### src/rtl/popcount_frame_accumulator_pkg.sv
// Shared types and helpers for the popcount framing stage.
// The clamp bound equals the population-counter width (64 inputs).
package popcount_pkg;

    localparam int unsigned CNT_MAX = 64;

    typedef enum logic [1:0] {
        IDLE,
        ACCUM,
        HOLD
    } acc_state_e;

    function automatic int unsigned clamp_cnt(input int unsigned cnt);
        return (cnt > CNT_MAX) ? CNT_MAX : cnt;
    endfunction

endpackage

### src/rtl/popcount_frame_accumulator_if.sv
// Word-in / result-out handshake bundle for the popcount frame accumulator.
// slave is the accumulator's view; master is the surrounding environment's view.
interface popcount_frame_accumulator_if #(
    parameter int unsigned CNT_W = 7,
    parameter int unsigned SUM_W = 11
);

    logic [CNT_W-1:0] cnt_i;
    logic             cnt_valid_i;
    logic             cnt_ready_o;
    logic [SUM_W-1:0] thresh_i;
    logic [SUM_W-1:0] sum_o;
    logic             over_o;
    logic             err_o;
    logic             res_valid_o;
    logic             res_ready_i;

    modport slave (
        input  cnt_i, cnt_valid_i, thresh_i, res_ready_i,
        output cnt_ready_o, sum_o, over_o, err_o, res_valid_o
    );

    modport master (
        output cnt_i, cnt_valid_i, thresh_i, res_ready_i,
        input  cnt_ready_o, sum_o, over_o, err_o, res_valid_o
    );

endinterface

### src/rtl/popcount_frame_accumulator_clamp.sv
// Saturates an incoming popcount word at CNT_MAX and flags words that
// could not have come from a 64-input counter.
module popcount_clamp
    import popcount_pkg::*;
#(
    parameter int unsigned CNT_W = 7
) (
    input  logic [CNT_W-1:0] cnt,
    output logic [CNT_W-1:0] cnt_clamped,
    output logic             illegal
);

    always_comb begin
        cnt_clamped = CNT_W'(clamp_cnt(32'(cnt)));
        illegal     = (32'(cnt) > CNT_MAX);
    end

endmodule

### src/rtl/popcount_frame_accumulator.sv
// Sums FRAME_WORDS popcount words per frame, compares the total against a
// threshold latched at word 1, and holds the result until it is taken.
module popcount_frame_accumulator
    import popcount_pkg::*;
#(
    parameter int unsigned FRAME_WORDS = 16,
    parameter int unsigned CNT_W       = 7,
    parameter int unsigned SUM_W       = 11
) (
    input  logic                         clk,
    input  logic                         rst,
    popcount_frame_accumulator_if.slave  bus
);

    localparam int unsigned     IDX_W    = (FRAME_WORDS > 1) ? $clog2(FRAME_WORDS) : 1;
    localparam logic [IDX_W-1:0] LAST_IDX = IDX_W'(FRAME_WORDS - 1);

    acc_state_e       state_q, state_d;
    logic [IDX_W-1:0] idx_q;
    logic [SUM_W-1:0] acc_q;
    logic [SUM_W-1:0] thr_q;
    logic             err_acc_q;
    logic [SUM_W-1:0] sum_q;
    logic             over_q;
    logic             err_q;

    logic [CNT_W-1:0] cnt_clamped;
    logic             cnt_illegal;
    logic             accept;
    logic             frame_start;
    logic             frame_last;
    logic [SUM_W-1:0] acc_next;

    popcount_clamp #(
        .CNT_W (CNT_W)
    ) u_clamp (
        .cnt         (bus.cnt_i),
        .cnt_clamped (cnt_clamped),
        .illegal     (cnt_illegal)
    );

    // A word accepted while not in ACCUM (IDLE, or HOLD with the result
    // leaving in the same cycle) always opens a new frame.
    always_comb begin
        accept      = bus.cnt_valid_i & bus.cnt_ready_o;
        frame_start = accept & (state_q != ACCUM);
        frame_last  = accept & (state_q == ACCUM) & (idx_q == LAST_IDX);
        acc_next    = acc_q + SUM_W'(cnt_clamped);
    end

    always_ff @(posedge clk) begin
        if (rst) begin
            state_q <= IDLE;
        end else begin
            state_q <= state_d;
        end
    end

    always_comb begin
        state_d = state_q;
        case (state_q)
            IDLE:    if (accept) state_d = ACCUM;
            ACCUM:   if (frame_last) state_d = HOLD;
            HOLD:    if (bus.res_ready_i) state_d = accept ? ACCUM : IDLE;
            default: state_d = IDLE;
        endcase
    end

    always_comb begin
        bus.cnt_ready_o = (state_q != HOLD) | bus.res_ready_i;
        bus.res_valid_o = (state_q == HOLD);
        bus.sum_o       = sum_q;
        bus.over_o      = over_q;
        bus.err_o       = err_q;
    end

    always_ff @(posedge clk) begin
        if (rst) begin
            idx_q     <= '0;
            acc_q     <= '0;
            thr_q     <= '0;
            err_acc_q <= 1'b0;
            sum_q     <= '0;
            over_q    <= 1'b0;
            err_q     <= 1'b0;
        end else if (frame_start) begin
            idx_q     <= IDX_W'(1);
            acc_q     <= SUM_W'(cnt_clamped);
            thr_q     <= bus.thresh_i;
            err_acc_q <= cnt_illegal;
        end else if (frame_last) begin
            idx_q     <= '0;
            acc_q     <= acc_next;
            err_acc_q <= err_acc_q | cnt_illegal;
            sum_q     <= acc_next;
            over_q    <= (acc_next >= thr_q);
            err_q     <= err_acc_q | cnt_illegal;
        end else if (accept) begin
            idx_q     <= idx_q + IDX_W'(1);
            acc_q     <= acc_next;
            err_acc_q <= err_acc_q | cnt_illegal;
        end
    end

endmodule

### src/flat_wrapper.sv
// flat-port wrapper written by rule: the top's interface ports become plain ports
module popcount_frame_accumulator_flat import popcount_pkg::*;
#(
    parameter int unsigned FRAME_WORDS = 16,
    parameter int unsigned CNT_W       = 7,
    parameter int unsigned SUM_W       = 11
)
  (clk, rst, bus_cnt_i, bus_cnt_valid_i, bus_thresh_i, bus_res_ready_i, bus_cnt_ready_o, bus_sum_o, bus_over_o, bus_err_o, bus_res_valid_o);
  popcount_frame_accumulator_if #(.CNT_W(CNT_W), .SUM_W(SUM_W)) bus_i ();
  input  logic clk;
  input  logic rst;
  input wire logic [$bits(bus_i.cnt_i)-1:0] bus_cnt_i;
  input wire logic [$bits(bus_i.cnt_valid_i)-1:0] bus_cnt_valid_i;
  input wire logic [$bits(bus_i.thresh_i)-1:0] bus_thresh_i;
  input wire logic [$bits(bus_i.res_ready_i)-1:0] bus_res_ready_i;
  output wire logic [$bits(bus_i.cnt_ready_o)-1:0] bus_cnt_ready_o;
  output wire logic [$bits(bus_i.sum_o)-1:0] bus_sum_o;
  output wire logic [$bits(bus_i.over_o)-1:0] bus_over_o;
  output wire logic [$bits(bus_i.err_o)-1:0] bus_err_o;
  output wire logic [$bits(bus_i.res_valid_o)-1:0] bus_res_valid_o;
  assign bus_i.cnt_i = bus_cnt_i;
  assign bus_i.cnt_valid_i = bus_cnt_valid_i;
  assign bus_i.thresh_i = bus_thresh_i;
  assign bus_i.res_ready_i = bus_res_ready_i;
  assign bus_cnt_ready_o = bus_i.cnt_ready_o;
  assign bus_sum_o = bus_i.sum_o;
  assign bus_over_o = bus_i.over_o;
  assign bus_err_o = bus_i.err_o;
  assign bus_res_valid_o = bus_i.res_valid_o;
  popcount_frame_accumulator #(.FRAME_WORDS(FRAME_WORDS), .CNT_W(CNT_W), .SUM_W(SUM_W)) u_core (.clk(clk), .rst(rst), .bus(bus_i));
endmodule
### config.mk
export PLATFORM = sky130hd
export DESIGN_NAME = popcount_frame_accumulator_flat
export DESIGN_NICKNAME = d
export VERILOG_FILES = /design/src/rtl/popcount_frame_accumulator_pkg.sv /design/src/rtl/popcount_frame_accumulator_if.sv /design/src/rtl/popcount_frame_accumulator_clamp.sv /design/src/rtl/popcount_frame_accumulator.sv /design/src/flat_wrapper.sv
export SDC_FILE = /design/constraint.sdc
export NUM_CORES = 1
export LEC_CHECK = 0
export ABC_AREA = 1
export ABC_CLOCK_PERIOD_IN_PS = 3790
export BUFFER_PORTS_ARGS = -buffer_cell sky130_fd_sc_hd__buf_4
export CAP_MARGIN = 20
export CORE_MARGIN = 1.5
export CORE_UTILIZATION = 55
export DETAILED_ROUTE_END_ITERATION = 7
export PLACE_DENSITY = 0.84
export SLEW_MARGIN = 0
export SYNTH_ARGS = -nofsm -noshare
export SYNTH_HDL_FRONTEND = slang
export SYNTH_SLANG_ARGS = --single-unit
### constraint.sdc
create_clock -name clk -period 3.79 [get_ports clk]
set_input_delay 0.379 -clock clk [delete_from_list [all_inputs] [get_ports clk]]
set_output_delay 0.379 -clock clk [all_outputs]
set_load 0.05 [all_outputs]
After elaboration in Yosys (flattened, before gate mapping)
Cells that the tools add are included.
W data, S select, Z words.
{ "word_totals": {"regBits": 42, "out_inout_bits": 15, "word_cells": 51, "input_bits": 22} }
{ "classes": {"bitwise": 7, "order_cmp": 2, "n_eq_ne": 8, "n_reduce_logical": 7, "add_sub_neg": 2, "n_mux": 15} }
{ "ops": {"columns": ["op", "n"], "rows": [
  ["$mux W11", 2],
  ["$mux W7", 2],
  ["$add A11 B7 Y11", 1],
  ["$ge A11 B11 Y1", 1],
  ["$gt A7 B7 Y1 const B", 1],
  ["$mux W1", 7],
  ["$mux W2", 3],
  ["$ne A2 B1 Y1 const B", 3],
  ["$pmux W2 S3", 1],
  ["$add A4 B1 Y4 const B", 1],
  ["$and A1 B1 Y1", 4],
  ["$eq A4 B4 Y1 const B", 1],
  ["$ne A2 B2 Y1 const B", 2],
  ["$reduce_and A3 Y1", 1],
  ["$reduce_bool A3 Y1", 1],
  ["$reduce_or A3 Y1", 1],
  ["$eq A2 B1 Y1 const B", 1],
  ["$eq A2 B2 Y1 const B", 1],
  ["$logic_not A2 Y1", 1],
  ["$or A1 B1 Y1", 2],
  ["$reduce_and A2 Y1", 1],
  ["$reduce_bool A2 Y1", 1],
  ["$reduce_or A2 Y1", 1],
  ["$not A1 Y1", 1]
]} }

Logic depth before layout (Yosys ltp)
Gate-level depths: netlist of the first run.
{ "logic_depth": {"ltp_word": 7, "depth_mapped": 22, "mapped_depth_nobuf": 22} }

By module
From an unflattened synthesis of the first run, not the netlist that was laid out.
{ "hier_totals": {"cells_unflattened": 385, "hier_area_um2": 2645.0} }
{ "modules_own_cells": {"columns": ["mod", "cells_each", "seq_area_each_um2", "n_inst", "area_each_um2"], "rows": [
  ["popcount_frame_accumulator", 365, 840.8, 1, 2556.2],
  ["popcount_clamp", 20, 0.0, 1, 88.8]
]} }

Worst setup path before layout of the first run
OpenSTA, ideal clock, no wires.
{ "synth_timing": {"kind": "input to register", "from": "input port bus_cnt_i[3]", "to": "register u_core.over_q, in the netlist u_core.bus.over_o", "cell_stages": 20, "path_slack_ns": 1.098, "required_ns": 3.674, "path_buffers": 0, "t_arrival_ns": 2.577, "setup_time_ns": 0.116, "cell_sequence": "nor2_1 nand4_1 nand2_1 inv_1 nor2_1 ha_1 inv_1 fa_1 inv_1 nand3_1 nand3_1 nand2_1 nand3_1 nand2_1 ha_1 a21oi_1 o21a_1 nand3_1 nor2_1 nor2_1"} }
{ "synth_between": {"elab_chain_len": 4} }
{ "synth_lines": {"columns": ["item", "line_no", "text"], "rows": [
  ["from (decl)", "flat_wrapper.sv:12", "input wire logic [$bits(bus_i.cnt_i)-1:0] bus_cnt_i;"],
  ["$gt A7 B7 Y1", "popcount_frame_accumulator_pkg.sv:14", "return (cnt > CNT_MAX) ? CNT_MAX : cnt;"],
  ["$mux W7 (*)", "popcount_frame_accumulator_pkg.sv:14", null],
  ["$add A11 B7 Y11 (*)", "popcount_frame_accumulator.sv:48", "acc_next = acc_q + SUM_W'(cnt_clamped);"],
  ["via u_core.acc_next[8]", "popcount_frame_accumulator.sv:32", "logic [SUM_W-1:0] acc_next;"],
  ["$ge A11 B11 Y1 (*)", "popcount_frame_accumulator.sv:96", "over_q <= (acc_next >= thr_q);"],
  ["to (signal assigned)", "popcount_frame_accumulator.sv:96", null],
  ["to (decl)", "popcount_frame_accumulator.sv:24", "logic over_q;"]
]} }
The timed path passes the listed nets; every way through them passes the cells marked *.
A chain may end at the register's enable or synchronous reset.

Worst setup path in the final report of the first run
Same ends and word-level chain as after synthesis.

==> results.cfg, run 1 <==
[cts]
clkLatencyLatePin_ns = 0.29
htreeDepth = 2
cts-resized-gates = 0
cts_root_buffer = clkbuf_8
holdBufCountCts = 0
clkTransAtPathRegs_ns = 0.08
post_cts_buffers = 0
cts_buffers = 5
tritoncts = done
cts.sinks = 42
cts_buffer_depth = 2

[logic_synthesis]
synth_area_leader_cell = dfxtp_1
syn_area_per_cell_sq_um = 6.970
ys_ff_latch = 42
synth_area_sq_um = 2551
synthesis.nets = 408
synth_warnings = 0
synthTopCellsByCount = nand2_1 (73), inv_1 (59), dfxtp_1 (42)
synthFlopType = dfxtp_1
yosysMostFrequentCell = nand2_1
yosysUniqueCellTypes = 33
synth_top_area_share_pct = 32.96
synth_seq_area_share_pct = 32.96
synth.area.top_cells = dfxtp_1 (33%), nand2_1 (11%), ha_1 (9.3%)
async_flop_share_pct = 0
synth-edff-count = 0
syn_inst = 366

[critical_path]
endpoint_kind = flop
path_max_fanout = 3
criticalPathCategory = in -> reg
cp.required_ns = 4.02
crit_start = bus_cnt_i[3]
r2r-start = u_core.acc_q[0]$_SDFFE_PP0P_
cp-start-kind = input port
cp.arrival_ns = 2.99

[power_and_ir_drop]
cellLeakagePower_nw = 1.528
vdd_drop_max_mv = 0.1774
powerDensity_nw_per_um2 = 352.6

[routing]
ant_nets = 0
routedWlPerCell_um = 13.37
vias = 2467
vias_per_cell = 5.446
drt-total-wl_um = 6055
wl_met3_um = 419
routed.top_layer = met4
drc_errors = 0
drt-pass1-iter-count = 5
first_iter_violations = 171
wl_met1_um = 2693
met2_length_um = 2712

[flow_run]
drv_cap = 0

[timing]
fin_setup_tns_ns = 0
fin_crit_ns = 2.753
fin_skew_ns = 0.003456
rsz0062_at_grt = false
worst_pin_slew_ns = 0.6561
slew_viol_final = 0
max_freq_mhz = 363.2
hold_viol = 0
slew-limit-headroom_pct = 56.21
fin_ws_ns = 1.037
hold_slack_ns = 0.3196
min_period_over_period_pct = 72.64
final-setup-viol-count = 0

[grt]
grt_max_degree = 26
grt_pass1_wl_um = 9929
groute.usage.overall_pct = 24.73
antenna_found_initial = 0
grt_pass1_vias = 2255
grt-ovfl-total = 0

[floorplanning]
die_area_sq_um = 5056
rows = 24
io_pins = 37
die_x_um = 71.11
start_util_pct = 57.79
core_area_sq_um = 4414
die_h_um = 71.11

[layout]
final_util_pct = 66.38
antenna_cells = 0
final_area_sq_um = 2930
drive_gt1_share_pct = 16.96
syn2layout_area_growth_pct = 14.86
nets = 442

[hold_path]
min_from = bus_thresh_i[0]
hp-class = in -> reg

[placed_design]
hpwlAfterDp_um = 4506
postPlaceCellArea_sq_um = 2821
place_congestion = 0.9373
port_buffers = 36
dp_slack_ns = 0.7267

[run_status]
outcome = completed
==> cell type report <==
type	count	area [sq um]
Clock buffer	5	68.82
Clock inverter	3	40.04
Fill cell	381	1484
Inverter	63	236.5
Multi-Input combinational cell	252	1409
Sequential cell	42	840.8
Tap cell	52	65.06
Timing Repair Buffer	36	270.3
==> cells by family after synthesis <==
group	Yosys count	share of synthesized area, %
AO/OA/AOI/OAI	73	16.67
XOR/XNOR	4	1.373
adder cells (fa/ha/maj)	20	10.10
buffers and inverters	72	11.82
flip-flops	42	32.96
AND/OR/NAND/NOR	155	27.07
==> layout by cell type, fill, tap and decap left out, types with 2 or more instances in the layout <==
cell | netlist | final
nand3_1 | 26 | 26
nand2_2 | 2 | 2
buf_4 | 2 | 36
o21ai_0 | 16 | 16
a21oi_1 | 29 | 29
inv_2 | 3 | 3
dfxtp_1 | 42 | 42
inv_1 | 59 | 59
a31oi_1 | 2 | 2
a21oi_2 | 5 | 5
ha_1 | 19 | 19
o21ai_1 | 12 | 12
nor2_2 | 5 | 5
nand2_1 | 73 | 73
clkinv_2 | 0 | 2
nand4_1 | 5 | 5
nor2_1 | 39 | 39
clkbuf_8 | 0 | 5
nand2_4 | 2 | 2
o211ai_1 | 3 | 3
a211oi_2 | 2 | 2
xor2_1 | 3 | 3
==> through the flow <==
stage	instances	total power, mW
6_report	453	1.033
5_1_grt	453	1.087
4_1_cts	453	1.036
3_5_place_dp	445	0.6893
3_3_place_gp	445	0.6799
2_1_floorplan	366	0.6282
==> worst paths after layout <==
| path | cells past startpoint | to | slack (ns) |
|---|---|---|---|
| setup reg to reg | 16 | u_core.bus.over_o$_SDFFE_PP0P_ | 1.36 |
| hold reg to reg | 2 | u_core.thr_q[2]$_SDFFE_PP0P_ | 0.47 |
| hold / removal | 3 | u_core.thr_q[0]$_SDFFE_PP0P_ | 0.32 |
| setup / recovery | 22 | u_core.bus.over_o$_SDFFE_PP0P_ | 1.04 |
==> report_power, final <==
group / internal, mW / switching (mW) / total (mW)
Clock: 0.194 / 0.154 / 0.348
Sequential: 0.461 / 0.0109 / 0.472
Combinational: 0.0776 / 0.135 / 0.213
Total: 0.732 / 0.301 / 1.03
==> per-layer routing <==
metal,global-route usage (%),vias to the layer above
met4,11.11,0
li1,-,1241
met2,40.81,98
met5,0,-
met3,3.989,25
met1,31.85,1103
==> sequential cells by signal, indices dropped and copies added, names as in the netlist <==
signal             count
u_core.acc_q          11
u_core.bus.sum_o      11
u_core.thr_q          11
u_core.idx_q           4
u_core.state_q         2
u_core.bus.err_o       1
u_core.bus.over_o      1
u_core.err_acc_q       1
==> critical path: stages <==
cell,delay [ns]
buf_4,0.11
nor2_1,0.10
nand4_1,0.10
nand2_1,0.12
inv_1,0.06
nor2_1,0.09
ha_1,0.17
inv_1,0.06
fa_1,0.40
inv_1,0.09
nand3_1,0.12
nand3_1,0.11
nand2_1,0.05
nand2_1,0.12
inv_1,0.06
ha_1,0.29
nand2_1,0.11
nor2_1,0.18
nand3_1,0.10
nand2_1,0.07
nor2_1,0.04
nor2_1,0.07
Note: power is estimated with default switching activity, not from simulation.
==> run 2: changes to the inputs <==
--- a/config.mk
+++ b/config.mk
@@ -5,8 +5,8 @@
 export SDC_FILE = /design/constraint.sdc
 export NUM_CORES = 1
 export LEC_CHECK = 0
-export ABC_AREA = 1
-export ABC_CLOCK_PERIOD_IN_PS = 3790
+export ABC_AREA = 0
+export ABC_CLOCK_PERIOD_IN_PS = 2900
 export BUFFER_PORTS_ARGS = -buffer_cell sky130_fd_sc_hd__buf_4
 export CAP_MARGIN = 20
 export CORE_MARGIN = 1.5
==> constraint.sdc (replaced) <==
create_clock -name clk -period 2.9 [get_ports clk]
set_input_delay 0.29 -clock clk [delete_from_list [all_inputs] [get_ports clk]]
set_output_delay 0.29 -clock clk [all_outputs]
set_load 0.05 [all_outputs]
==> results.cfg, run 2 <==
[layout]
nets = 379
seq_area_sq_um = 840.8
multi_input_area_sq_um = 1498
nFillCells = 383
syn2layout_area_growth_pct = 18.03
final_util_pct = 67.73
drive_gt1_share_pct = 23.67
layout_common_cells = buf_4 (50), nand2_1 (45), dfxtp_1 (42), a21oi_1 (23)
antenna_cells = 0
final_common_cell = buf_4

[grt]
met1_usage_pct = 30.67
grt_pass1_vias = 2040
grt-ovfl-total = 0
met2_usage_pct = 40.25
grt.met3_usage_pct = 3.463
groute.usage.overall_pct = 23.42
antenna_found_initial = 0
grt_pass1_wl_um = 9259
grt_max_degree = 38
grt.busiest_layer = met2

[critical_path]
cp.required_ns = 3.08
cpMostUsedCell = ha_1
path_max_fanout = 3
endpoint_kind = flop
critPathMaxStageDelay_ns = 0.41
criticalPathCategory = reg -> reg
cp.arrival_ns = 2.91
timing.critical_path.buf_inv = 1
r2r-start = u_core.acc_q[0]$_SDFFE_PP0P_
path_cells = ha_1, inv_1, fa_1, nor2b_2, o31a_1, o221a_2, xor2_2, ha_1, o21a_1, o21ai_2, nor2_1, o21bai_1, o41ai_2
path_delay_family = compound AO/OA/AOI/OAI gates
rr_worst_depth = 13
cp-start-kind = flop
r2r_slack_ns = 0.17
slowest_stage = fa_1
reg2reg_to = u_core.bus.over_o$_SDFFE_PP0P_

[timing]
fin_crit_ns = 2.726
hold_slack_ns = 0.2390
max_freq_mhz = 366.9
final-setup-viol-count = 0
slew-limit-headroom_pct = 59.66
min_period_over_period_pct = 93.98
hold_viol = 0
fin_skew_ns = 0.005131
slew_viol_final = 0
worst_pin_slew_ns = 0.6044
rsz0062_at_grt = false

[flow_run]
drv_cap = 0

[cts]
clkTransAtPathRegs_ns = 0.08
tritoncts = done
cts_buffer_depth = 2
holdBufCountCts = 0
cts_root_buffer = clkbuf_8
cts.sinks = 42
cts_buffers = 5
clkLatencyLatePin_ns = 0.29
htreeDepth = 2

[routing]
vias = 2259
drt-pass1-iter-count = 4
routedWlPerCell_um = 15.07
drc_errors = 0
drt-total-wl_um = 5878
ant_nets = 0
first_iter_violations = 156
vias_per_cell = 5.792

[logic_synthesis]
synth_seq_area_share_pct = 33.65
synthFlopType = dfxtp_1
synthMuxAreaShare_pct = 0
synth_fa_ha_area_share_pct = 10.32
ys_ff_latch = 42
synthXorXnorAreaFrac_pct = 3.806
yosys.area_share.simple_pct = 21.28
synthesis.nets = 337
synth_warnings = 0
synth_compound_area_share_pct = 23.79
synth_area_sq_um = 2499
synth_top_area_share_pct = 33.65
synth_area_leader_cell = dfxtp_1
synthTopCellsByCount = nand2_1 (45), dfxtp_1 (42), a21oi_1 (23)
async_flop_share_pct = 0
syn_inst = 295
syn_area_per_cell_sq_um = 8.470
synth.area.top_cells = dfxtp_1 (34%), ha_1 (9.5%), nand2_1 (6.8%)
synth_top_family_by_area = compound AO/OA/AOI/OAI gates
yosysMostFrequentCell = nand2_1
yosysUniqueCellTypes = 63
synth-edff-count = 0

[power_and_ir_drop]
cellLeakagePower_nw = 1.288
powerDensity_nw_per_um2 = 418.7
finalPower_mw = 1.235
vdd_drop_max_mv = 0.3501

[floorplanning]
start_util_pct = 57.39
die_h_um = 70.40
die_x_um = 70.40
core_area_sq_um = 4354
die_area_sq_um = 4956
rows = 24
io_pins = 37

[placed_design]
port_buffers = 36
hpwlAfterDp_um = 4258
place_congestion = 0.9308

[hold_path]
hold_depth = 3
whs_endpoint = u_core.thr_q[10]$_SDFFE_PP0P_
min_from = bus_thresh_i[10]
hp-class = in -> reg

[run_status]
outcome = completed
-- run 2: cell types whose count changed after synthesis, moves of 4 or more --
| cell | delta |
|---|---|
| nand3_1 | -20 |
| o21a_1 | +4 |
| nor3_1 | +4 |
| a21oi_1 | -6 |
| nor2_2 | -4 |
| o21ai_1 | -10 |
| inv_1 | -39 |
| nand2_1 | -28 |
| clkbuf_1 | +4 |
| nand2b_1 | +5 |
| nor2b_1 | +8 |
| o31ai_1 | +5 |
| nor2_1 | -19 |
| o21ai_0 | -12 |
-- run 2: repair_timing --
item | CTS | global route
setup endpoints to repair | 0 | 1
gates resized for setup | 0 | 4
buffers inserted | 0 | 1
-- run 2: worst min-delay path: stages --
cell and delay [ns]:
buf_4 0.11, nand2_1 0.04, a21oi_1 0.05
-- run 2: cell type report --
cell class | instances | area share (%)
Clock buffer | 7 | 2.927
Tap cell | 52 | 2.206
Clock inverter | 1 | 0.1697
Timing Repair Buffer | 50 | 12.73
Multi-Input combinational cell | 217 | 50.78
Inverter | 21 | 2.673
Sequential cell | 42 | 28.51
-- run 2: routing by layer --
metal / up-vias / part of all wire, %
met5: - / 0
met4: 0 / 1.2
met3: 8 / 5.5
met2: 56 / 48
met1: 1077 / 45
li1: 1118 / -
-- run 2: kinds of logic after synthesis --
group                      Yosys count
adders and majority gates           20
AOI/OAI and AO/OA                   78
and+or+nand+nor                    109
DFF                                 42
buffers and inverters               36
xor gates and xnor gates            10
-- run 2: metrics by stage --
step | TNS (ns) | worst slack (ns) | cell area (sq um) | std cells
finish | 0 | 0.1744 | 2949 | 390
global route | 0 | 0.01489 | 2949 | 390
CTS | 0 | 0.1088 | 2923 | 389
detailed placement | -0.09174 | -0.09174 | 2831 | 381
global placement | 0 | 0.01014 | 2831 | 381
floorplan | 0 | 0.03575 | 2500 | 295
-- run 2: where the power goes --
| group | internal (mW) | switching (mW) | total (mW) |
|---|---|---|---|
| clock network | 0.192 | 0.196 | 0.388 |
| logic | 0.104 | 0.134 | 0.238 |
| registers | 0.595 | 0.0135 | 0.608 |
| total | 0.891 | 0.343 | 1.23 |
-- run 2: how the worst max path moves through the flow --
| stage | end | from | slack, ns | cells after the start |
|---|---|---|---|---|
| 2_1_floorplan | u_core.bus.over_o$_SDFFE_PP0P_ | bus_cnt_i[6] | 0.04 | 15 |
| 3_3_place_gp | u_core.bus.over_o$_SDFFE_PP0P_ | bus_cnt_i[6] | 0.01 | 15 |
| 3_5_place_dp | u_core.bus.over_o$_SDFFE_PP0P_ | bus_cnt_i[6] | -0.09 | 15 |
| 4_1_cts | u_core.bus.over_o$_SDFFE_PP0P_ | u_core.acc_q[0]$_SDFFE_PP0P_ | 0.11 | 13 |
| 5_1_grt | u_core.bus.over_o$_SDFFE_PP0P_ | u_core.acc_q[0]$_SDFFE_PP0P_ | 0.01 | 13 |
| 6_report | u_core.bus.over_o$_SDFFE_PP0P_ | u_core.acc_q[0]$_SDFFE_PP0P_ | 0.17 | 13 |
